$ cat src/rtl/timer_set_ctrl.sv
// ---------------------------------------------------------------------------
// timer_set_ctrl
//   Front-panel controller for a clock: conditions the two raw buttons
//   (2-flop synchroniser + debouncer + press edge detect), generates the
//   once-per-second counter enable, and runs the RUN / SET_SEC / SET_MIN /
//   SET_HOUR mode machine with an idle timeout back to RUN.
//
// Ports
//   clk        in   system clock, all state on its rising edge
//   CLR_n      in   asynchronous clear, ACTIVE HIGH despite the name
//   btn_mode   in   raw mode button, active high, asynchronous
//   btn_inc    in   raw increment button, active high, asynchronous
//   one_HZ     out  one-cycle pulse per second, only while in RUN
//   isSetting  out  1 in any SET state
//   sel        out  field being set: 0 none, 1 sec, 2 min, 3 hour
//   inc_pulse  out  one-cycle increment strobe for the selected field
//   blink      out  display blink enable (first half of each second, SET only)
//
// Every output is a flop loaded from the next-state values, so the outputs
// carry no combinational path from the buttons and match the state in the
// cycle the state becomes visible.
// ---------------------------------------------------------------------------
module timer_set_ctrl #(
    parameter int CLK_HZ    = 1000,
    parameter int DEB_CYC   = 20,
    parameter int TIMEOUT_S = 10
) (
    input  logic       clk,
    input  logic       CLR_n,
    input  logic       btn_mode,
    input  logic       btn_inc,
    output logic       one_HZ,
    output logic       isSetting,
    output logic [1:0] sel,
    output logic       inc_pulse,
    output logic       blink
);

    localparam int PW = $clog2(CLK_HZ);
    localparam int IW = $clog2(TIMEOUT_S + 1);
    localparam int DW = $clog2(DEB_CYC);

    localparam logic [PW-1:0] PRE_MAX  = PW'(CLK_HZ - 1);
    localparam logic [PW-1:0] PRE_HALF = PW'(CLK_HZ / 2);
    localparam logic [PW-1:0] PRE_ONE  = PW'(1);
    localparam logic [IW-1:0] IDLE_MAX = IW'(TIMEOUT_S);
    localparam logic [IW-1:0] IDLE_ONE = IW'(1);
    localparam logic [DW-1:0] DEB_MAX  = DW'(DEB_CYC - 1);
    localparam logic [DW-1:0] DEB_ONE  = DW'(1);

    typedef enum logic [1:0] {
        ST_RUN  = 2'd0,
        ST_SEC  = 2'd1,
        ST_MIN  = 2'd2,
        ST_HOUR = 2'd3
    } state_t;

    // Button index 0 is mode, index 1 is inc.
    logic [1:0]    raw_s;
    logic [1:0]    sync1_q, sync2_q;
    logic [1:0]    lvl_q, lvl_d, lvl_prev_q;
    logic [DW-1:0] deb_cnt_q [2];
    logic [DW-1:0] deb_cnt_d [2];
    logic [1:0]    press_s;
    logic          mode_ev_s, inc_ev_s;

    state_t        state_q, state_d;
    logic [PW-1:0] presc_q, presc_d;
    logic [IW-1:0] idle_q, idle_d;
    logic          in_set_s, sec_strobe_s, timeout_s;

    logic          one_hz_q, one_hz_d;
    logic          set_q, set_d;
    logic [1:0]    sel_q, sel_d;
    logic          inc_q, inc_d;
    logic          blink_q, blink_d;

    assign raw_s     = {btn_inc, btn_mode};
    assign press_s   = lvl_q & ~lvl_prev_q;
    assign mode_ev_s = press_s[0];
    assign inc_ev_s  = press_s[1];

    // Two-flop synchronisers for both buttons.
    always_ff @(posedge clk or posedge CLR_n) begin
        if (CLR_n) begin
            sync1_q <= 2'b00;
            sync2_q <= 2'b00;
        end else begin
            sync1_q <= raw_s;
            sync2_q <= sync1_q;
        end
    end

    // Debounce: accept a new level after DEB_CYC consecutive differing cycles.
    always_comb begin
        lvl_d = lvl_q;
        for (int b = 0; b < 2; b++) begin
            deb_cnt_d[b] = deb_cnt_q[b];
            if (sync2_q[b] != lvl_q[b]) begin
                if (deb_cnt_q[b] == DEB_MAX) begin
                    lvl_d[b]     = sync2_q[b];
                    deb_cnt_d[b] = '0;
                end else begin
                    deb_cnt_d[b] = deb_cnt_q[b] + DEB_ONE;
                end
            end else begin
                deb_cnt_d[b] = '0;
            end
        end
    end

    // Debounce state and previous level for press edge detection.
    always_ff @(posedge clk or posedge CLR_n) begin
        if (CLR_n) begin
            lvl_q        <= 2'b00;
            lvl_prev_q   <= 2'b00;
            deb_cnt_q[0] <= '0;
            deb_cnt_q[1] <= '0;
        end else begin
            lvl_q        <= lvl_d;
            lvl_prev_q   <= lvl_q;
            deb_cnt_q[0] <= deb_cnt_d[0];
            deb_cnt_q[1] <= deb_cnt_d[1];
        end
    end

    // Mode machine, prescaler, idle timer and next output values.
    always_comb begin
        in_set_s     = (state_q != ST_RUN);
        sec_strobe_s = (presc_q == PRE_MAX);
        timeout_s    = in_set_s && (idle_q == IDLE_MAX);

        state_d = state_q;
        if (mode_ev_s) begin
            case (state_q)
                ST_RUN:  state_d = ST_SEC;
                ST_SEC:  state_d = ST_MIN;
                ST_MIN:  state_d = ST_HOUR;
                ST_HOUR: state_d = ST_RUN;
                default: state_d = ST_RUN;
            endcase
        end else if (timeout_s) begin
            state_d = ST_RUN;
        end else begin
            state_d = state_q;
        end

        // Re-phase the second on every return to RUN so the first one_HZ
        // arrives a full second later; SET states keep counting for blink.
        if (in_set_s && (state_d == ST_RUN)) begin
            presc_d = '0;
        end else if (sec_strobe_s) begin
            presc_d = '0;
        end else begin
            presc_d = presc_q + PRE_ONE;
        end

        // Idle is held at 0 in RUN, which also clears it on entry to SET.
        if (mode_ev_s || inc_ev_s || !in_set_s) begin
            idle_d = '0;
        end else if (sec_strobe_s && (idle_q != IDLE_MAX)) begin
            idle_d = idle_q + IDLE_ONE;
        end else begin
            idle_d = idle_q;
        end

        // Mode wins over inc; an inc landing on the timeout cycle is dropped
        // because the machine is leaving SET in that same cycle.
        inc_d    = inc_ev_s && !mode_ev_s && in_set_s && !timeout_s;
        sel_d    = state_d;
        set_d    = (state_d != ST_RUN);
        one_hz_d = (state_d == ST_RUN) && (presc_d == PRE_MAX);
        blink_d  = (state_d != ST_RUN) && (presc_d < PRE_HALF);
    end

    // State and output registers.
    always_ff @(posedge clk or posedge CLR_n) begin
        if (CLR_n) begin
            state_q  <= ST_RUN;
            presc_q  <= '0;
            idle_q   <= '0;
            one_hz_q <= 1'b0;
            set_q    <= 1'b0;
            sel_q    <= 2'd0;
            inc_q    <= 1'b0;
            blink_q  <= 1'b0;
        end else begin
            state_q  <= state_d;
            presc_q  <= presc_d;
            idle_q   <= idle_d;
            one_hz_q <= one_hz_d;
            set_q    <= set_d;
            sel_q    <= sel_d;
            inc_q    <= inc_d;
            blink_q  <= blink_d;
        end
    end

    assign one_HZ    = one_hz_q;
    assign isSetting = set_q;
    assign sel       = sel_q;
    assign inc_pulse = inc_q;
    assign blink     = blink_q;

endmodule
$ cat config.mk
export PLATFORM = sky130hd
export DESIGN_NAME = timer_set_ctrl
export DESIGN_NICKNAME = d
export VERILOG_FILES = /design/src/rtl/timer_set_ctrl.sv
export SDC_FILE = /design/constraint.sdc
export NUM_CORES = 1
export LEC_CHECK = 0
export CAP_MARGIN = 20
export CORE_MARGIN = 5
export CORE_UTILIZATION = 59
export DETAILED_ROUTE_END_ITERATION = 8
export PLACE_DENSITY = 0.77
export SYNTH_ARGS = -nofsm -noshare
export SYNTH_HDL_FRONTEND = slang
export SYNTH_SLANG_ARGS = --single-unit
$ cat constraint.sdc
create_clock -name clk -period 2.7 [get_ports clk]
set_input_delay 0.81 -clock clk [delete_from_list [all_inputs] [get_ports clk]]
set_output_delay 0.81 -clock clk [all_outputs]
set_load 0.02 [all_outputs]
* After elaboration in Yosys (flattened, before gate mapping)
Cells that the tools add are included.
** Storage, ports and cells
- Input port bits :: 4
- Word-level logic and storage cells :: 63
- Bits in registers :: 38
** Operators by class
- Equal/unequal tests :: 11
- Order comparisons :: 1
- Reduce and logical (&&, ||, !) cells :: 20
- Bitwise operators :: 2
- $add $sub $neg :: 4
- Mux-type cells :: 11
** Operators with widths (count)
- $eq 10x10->1 const B :: 2
- $mux 10 :: 2
- $mux 5 :: 4
- $add 10x1->10 const B :: 1
- $add 5x1->5 const B :: 2
- $eq 5x5->1 const B :: 2
- $lt 10x9->1 const B :: 1
- $logic_and 1x1->1 :: 8
- $mux 4 :: 2
- $pmux 2 s4 :: 1
- $reduce_bool 2->1 :: 3
- $add 4x1->4 const B :: 1
- $eq 2x2->1 const B :: 2
- $eq 4x4->1 const B :: 1
- $logic_not 2->1 :: 2
- $mux 2 :: 2
- $ne 4x4->1 const B :: 1
- $reduce_and 2->1 :: 2
- $logic_not 1->1 :: 3
- $and 2x2->2 :: 1
- $eq 2x1->1 const B :: 1
- $logic_or 1x1->1 :: 2
- $ne 1x1->1 :: 2
- $not 2->2 :: 1

* Logic depth before layout (Yosys ltp)
- Depth in word-level cells :: 9
- Mapped depth :: 8

* Worst setup path after synthesis
Ideal clock, no wire load.
- Path type :: reg2reg
- From :: register sel[0] (netlist name)
- To :: register blink_q, in the netlist blink
- Stages on the path, launching flop included :: 9
- Setup slack :: 0.836 ns
- Data arrival time :: 1.744 ns
- Setup time :: 0.120 ns
- Buffers on the path :: 0
- Data required time :: 2.580 ns
- Cell sequence :: dfrtp_1 inv_1 ha_1 nor2_1 nor2_1 o31ai_4 nor3_2 o211ai_1 o211a_1
** RTL lines
- to (signal assigned) :: RTL line 195 : blink_q <= blink_d;
- to (decl) :: RTL line 76 : logic blink_q, blink_d;

* Worst setup path in the final report
- From :: register sel_q[1], in the netlist sel[1]
- To :: output port sel[1]
** RTL lines
- from (decl) :: RTL line 74 : logic [1:0] sel_q, sel_d;
- from (signal assigned) :: RTL line 193 : sel_q <= sel_d;
- to (decl) :: RTL line 34 : output logic [1:0] sel,
No word-level cell between the ends.

==> results_dict.tcl <==
set metrics [dict create \
    crit_cells 1 \
    critPathMaxFanout 5 \
    cts_tree "done" \
    p_per_area_nw_per_um2 527 \
    clkSinkCount 38 \
    final_cell_mix "dfrtp_1, nor2_1, inv_1, clkdlybuf4s50_1" \
    drc_errors 0 \
    cts_buffers 5 \
    fmax_ghz 0.456 \
    start_util 0.626 \
    coreArea_sq_um 2830 \
    row_count 19 \
    syn_area_sq_um 1770 \
    cts-htree-levels 2 \
    crit_slowest_cell "clkdlybuf4s50_1" \
    regArea_sq_um 951 \
    postCtsSetupBuffers 0 \
    rr_worst_depth 7 \
    final.setup.tns_ns 0 \
    num-fill-cells 224 \
    crit_type "flip-flop to output pin" \
    period_needed_ns 2.19 \
    seq_area_frac_synth 0.537 \
    synth_area_per_cell_sq_um 10.7 \
    rsz0062_at_grt "no" \
    hold_class "flip-flop to flip-flop" \
    grt_pass1_vias 1264 \
    synth_area_leaders "dfrtp_1, ha_1, nor2_1, xor2_1, xnor2_1" \
    path_delay_family "buffers and inverters" \
    wl_per_cell_microns 14.3 \
    async_reset_ff_frac 1.00 \
    vias 1213 \
    root_buffer "clkbuf_4" \
    cts_hold_buf 0 \
    leakage_uw 0.000876 \
    yosys_warnings 0 \
    fp.dieW_microns 64.8 \
    min_path_cells 0 \
    cp-start-kind "flip-flop" \
    grt_pass1_wl_microns 5360 \
    fin_nets 191 \
    status "completed" \
    slew_headroom 0.633 \
    drt_iter0_drc 101 \
    worstPathArrival_ns 1.38 \
    required_ns 1.89 \
    synth_edf_count 0 \
    skew_ns 0.00717 \
    first_pass_iters 4 \
    synth_cells 165 \
    hpwl_microns 2250 \
    hold_violations 0 \
    hold_ws_ns 0.363 \
    cpPeakStageDelay_ns 0.63 \
    clock_latency_ns 0.33 \
    clock_path_buffers 2 \
    die_h_microns 64.8 \
    antenna_found_initial 0 \
    ys_seq_elements 38 \
    ant_nets 0 \
    final_common_cell "dfrtp_1" \
    area_delta_synth_final_pct 9.67 \
    grtUsageTotal 0.166 \
    diodes 0 \
    r2r_start "presc_q[0]$_DFF_PP0_" \
    synthFlopType "dfrtp_1" \
    drive_above_1_share 0.0889 \
    vias_per_cell 5.75 \
    worstMarginPinSlew_ns 0.550 \
    end_kind "output pin" \
    slew_violations 0 \
    io_buffers 9 \
    yosysUniqueCellTypes 40 \
    drv_cap 0 \
    die-area_sq_um 4200 \
    place.gp.congestion 0.799 \
    drt-total-wl_microns 3010 \
    cts_resized 0 \
    startpoint "sel[1]$_DFF_PP0_" \
    pin_count 10 \
    multiInputGateArea_sq_um 777 \
    synth_top_area_frac 0.537 \
    vdd_ir_drop_max_mv 0.495 \
    overflow 0 \
    syn-num-nets 176 \
    fin_crit_sh 0.812 \
    yosys.area.top_type "dfrtp_1" \
    min_from "sync1_q[1]$_DFF_PP0_" \
    critPathBufInv 1 \
    path_clk_slew_ns 0.10 \
    crit_chain "clkdlybuf4s50_1" \
    setup_violations 0 \
    grt_max_degree 39 \
]
power by group:
part | internal [uW] | switching, uW | total, uW
Sequential | 608 | 49.6 | 657
Clock | 98.3 | 167 | 265
Combinational | 43.8 | 57.5 | 101
Total | 750 | 274 | 1020
cells in the mapped netlist, types with 2 or more instances:
library cell / count
a21oi_1: 4
and3_1: 4
buf_2: 2
dfrtp_1: 38
ha_1: 7
inv_1: 9
mux2_2: 3
nand2_1: 7
nand2b_1: 3
nand3_1: 8
nand4_1: 3
nor2_1: 22
nor2b_1: 3
nor3_1: 6
nor3b_1: 2
nor4_1: 2
o21ai_0: 8
xnor2_1: 6
xor2_1: 7
cell type report:
class                           instances  area share
Sequential cell                        38       0.489
Clock buffer                            7      0.0232
Multi-Input combinational cell        116       0.400
Tap cell                               31      0.0200
Inverter                                9      0.0174
Timing Repair Buffer                   10      0.0502
registers in the layout, indices dropped and copies added, names as in the netlist:
register and count:
blink 1, deb_cnt_q 10, idle_q 4, inc_pulse 1
isSetting 1, lvl_prev_q 2, lvl_q 2, one_HZ 1
presc_q 10, sel 2, sync1_q 2, sync2_q 2
through the flow:
stage	utilization	instances	worst slack [ns]	area, sq um	power (uW)
3_5_place_dp	0.671	204	0.634	1900	768
4_1_cts	0.687	211	0.501	1940	1030
3_3_place_gp	0.671	204	0.713	1900	761
6_report	0.687	211	0.508	1940	1020
5_1_grt	0.687	211	0.435	1940	1090
2_1_floorplan	-	165	0.836	1770	734
path summary, 6_finish.rpt:
kind / to / slack, ns
min reg2reg: sync2_q[1]$_DFF_PP0_ / 0.36
min in group asynchronous: deb_cnt_q[8]$_DFF_PP0_ / 0.88
max: sel[1] / 0.51
max in group asynchronous: idle_q[2]$_DFFE_PP0P_ / 1.51
min: sync2_q[1]$_DFF_PP0_ / 0.36
max reg2reg: blink$_DFF_PP0_ / 0.62
routing by layer:
layer | track usage | routed length (microns)
met4 | 0.0871 | 51
met3 | 0.0415 | 128
met1 | 0.207 | 1370
met2 | 0.267 | 1460
met5 | 0 | 0
kinds of logic (layout without fill, tap and decap cells):
kind of cell / after synthesis / after routing / synth area share
mux: 4 / 4 / 0.0247
simple gates: 69 / 69 / 0.206
flops: 38 / 38 / 0.537
xor+xnor: 13 / 13 / 0.0643
compound gates: 23 / 23 / 0.0939
buf+inv: 11 / 26 / 0.0247
fa+ha+maj: 7 / 7 / 0.0494
Power figures use the tool's default switching activity.
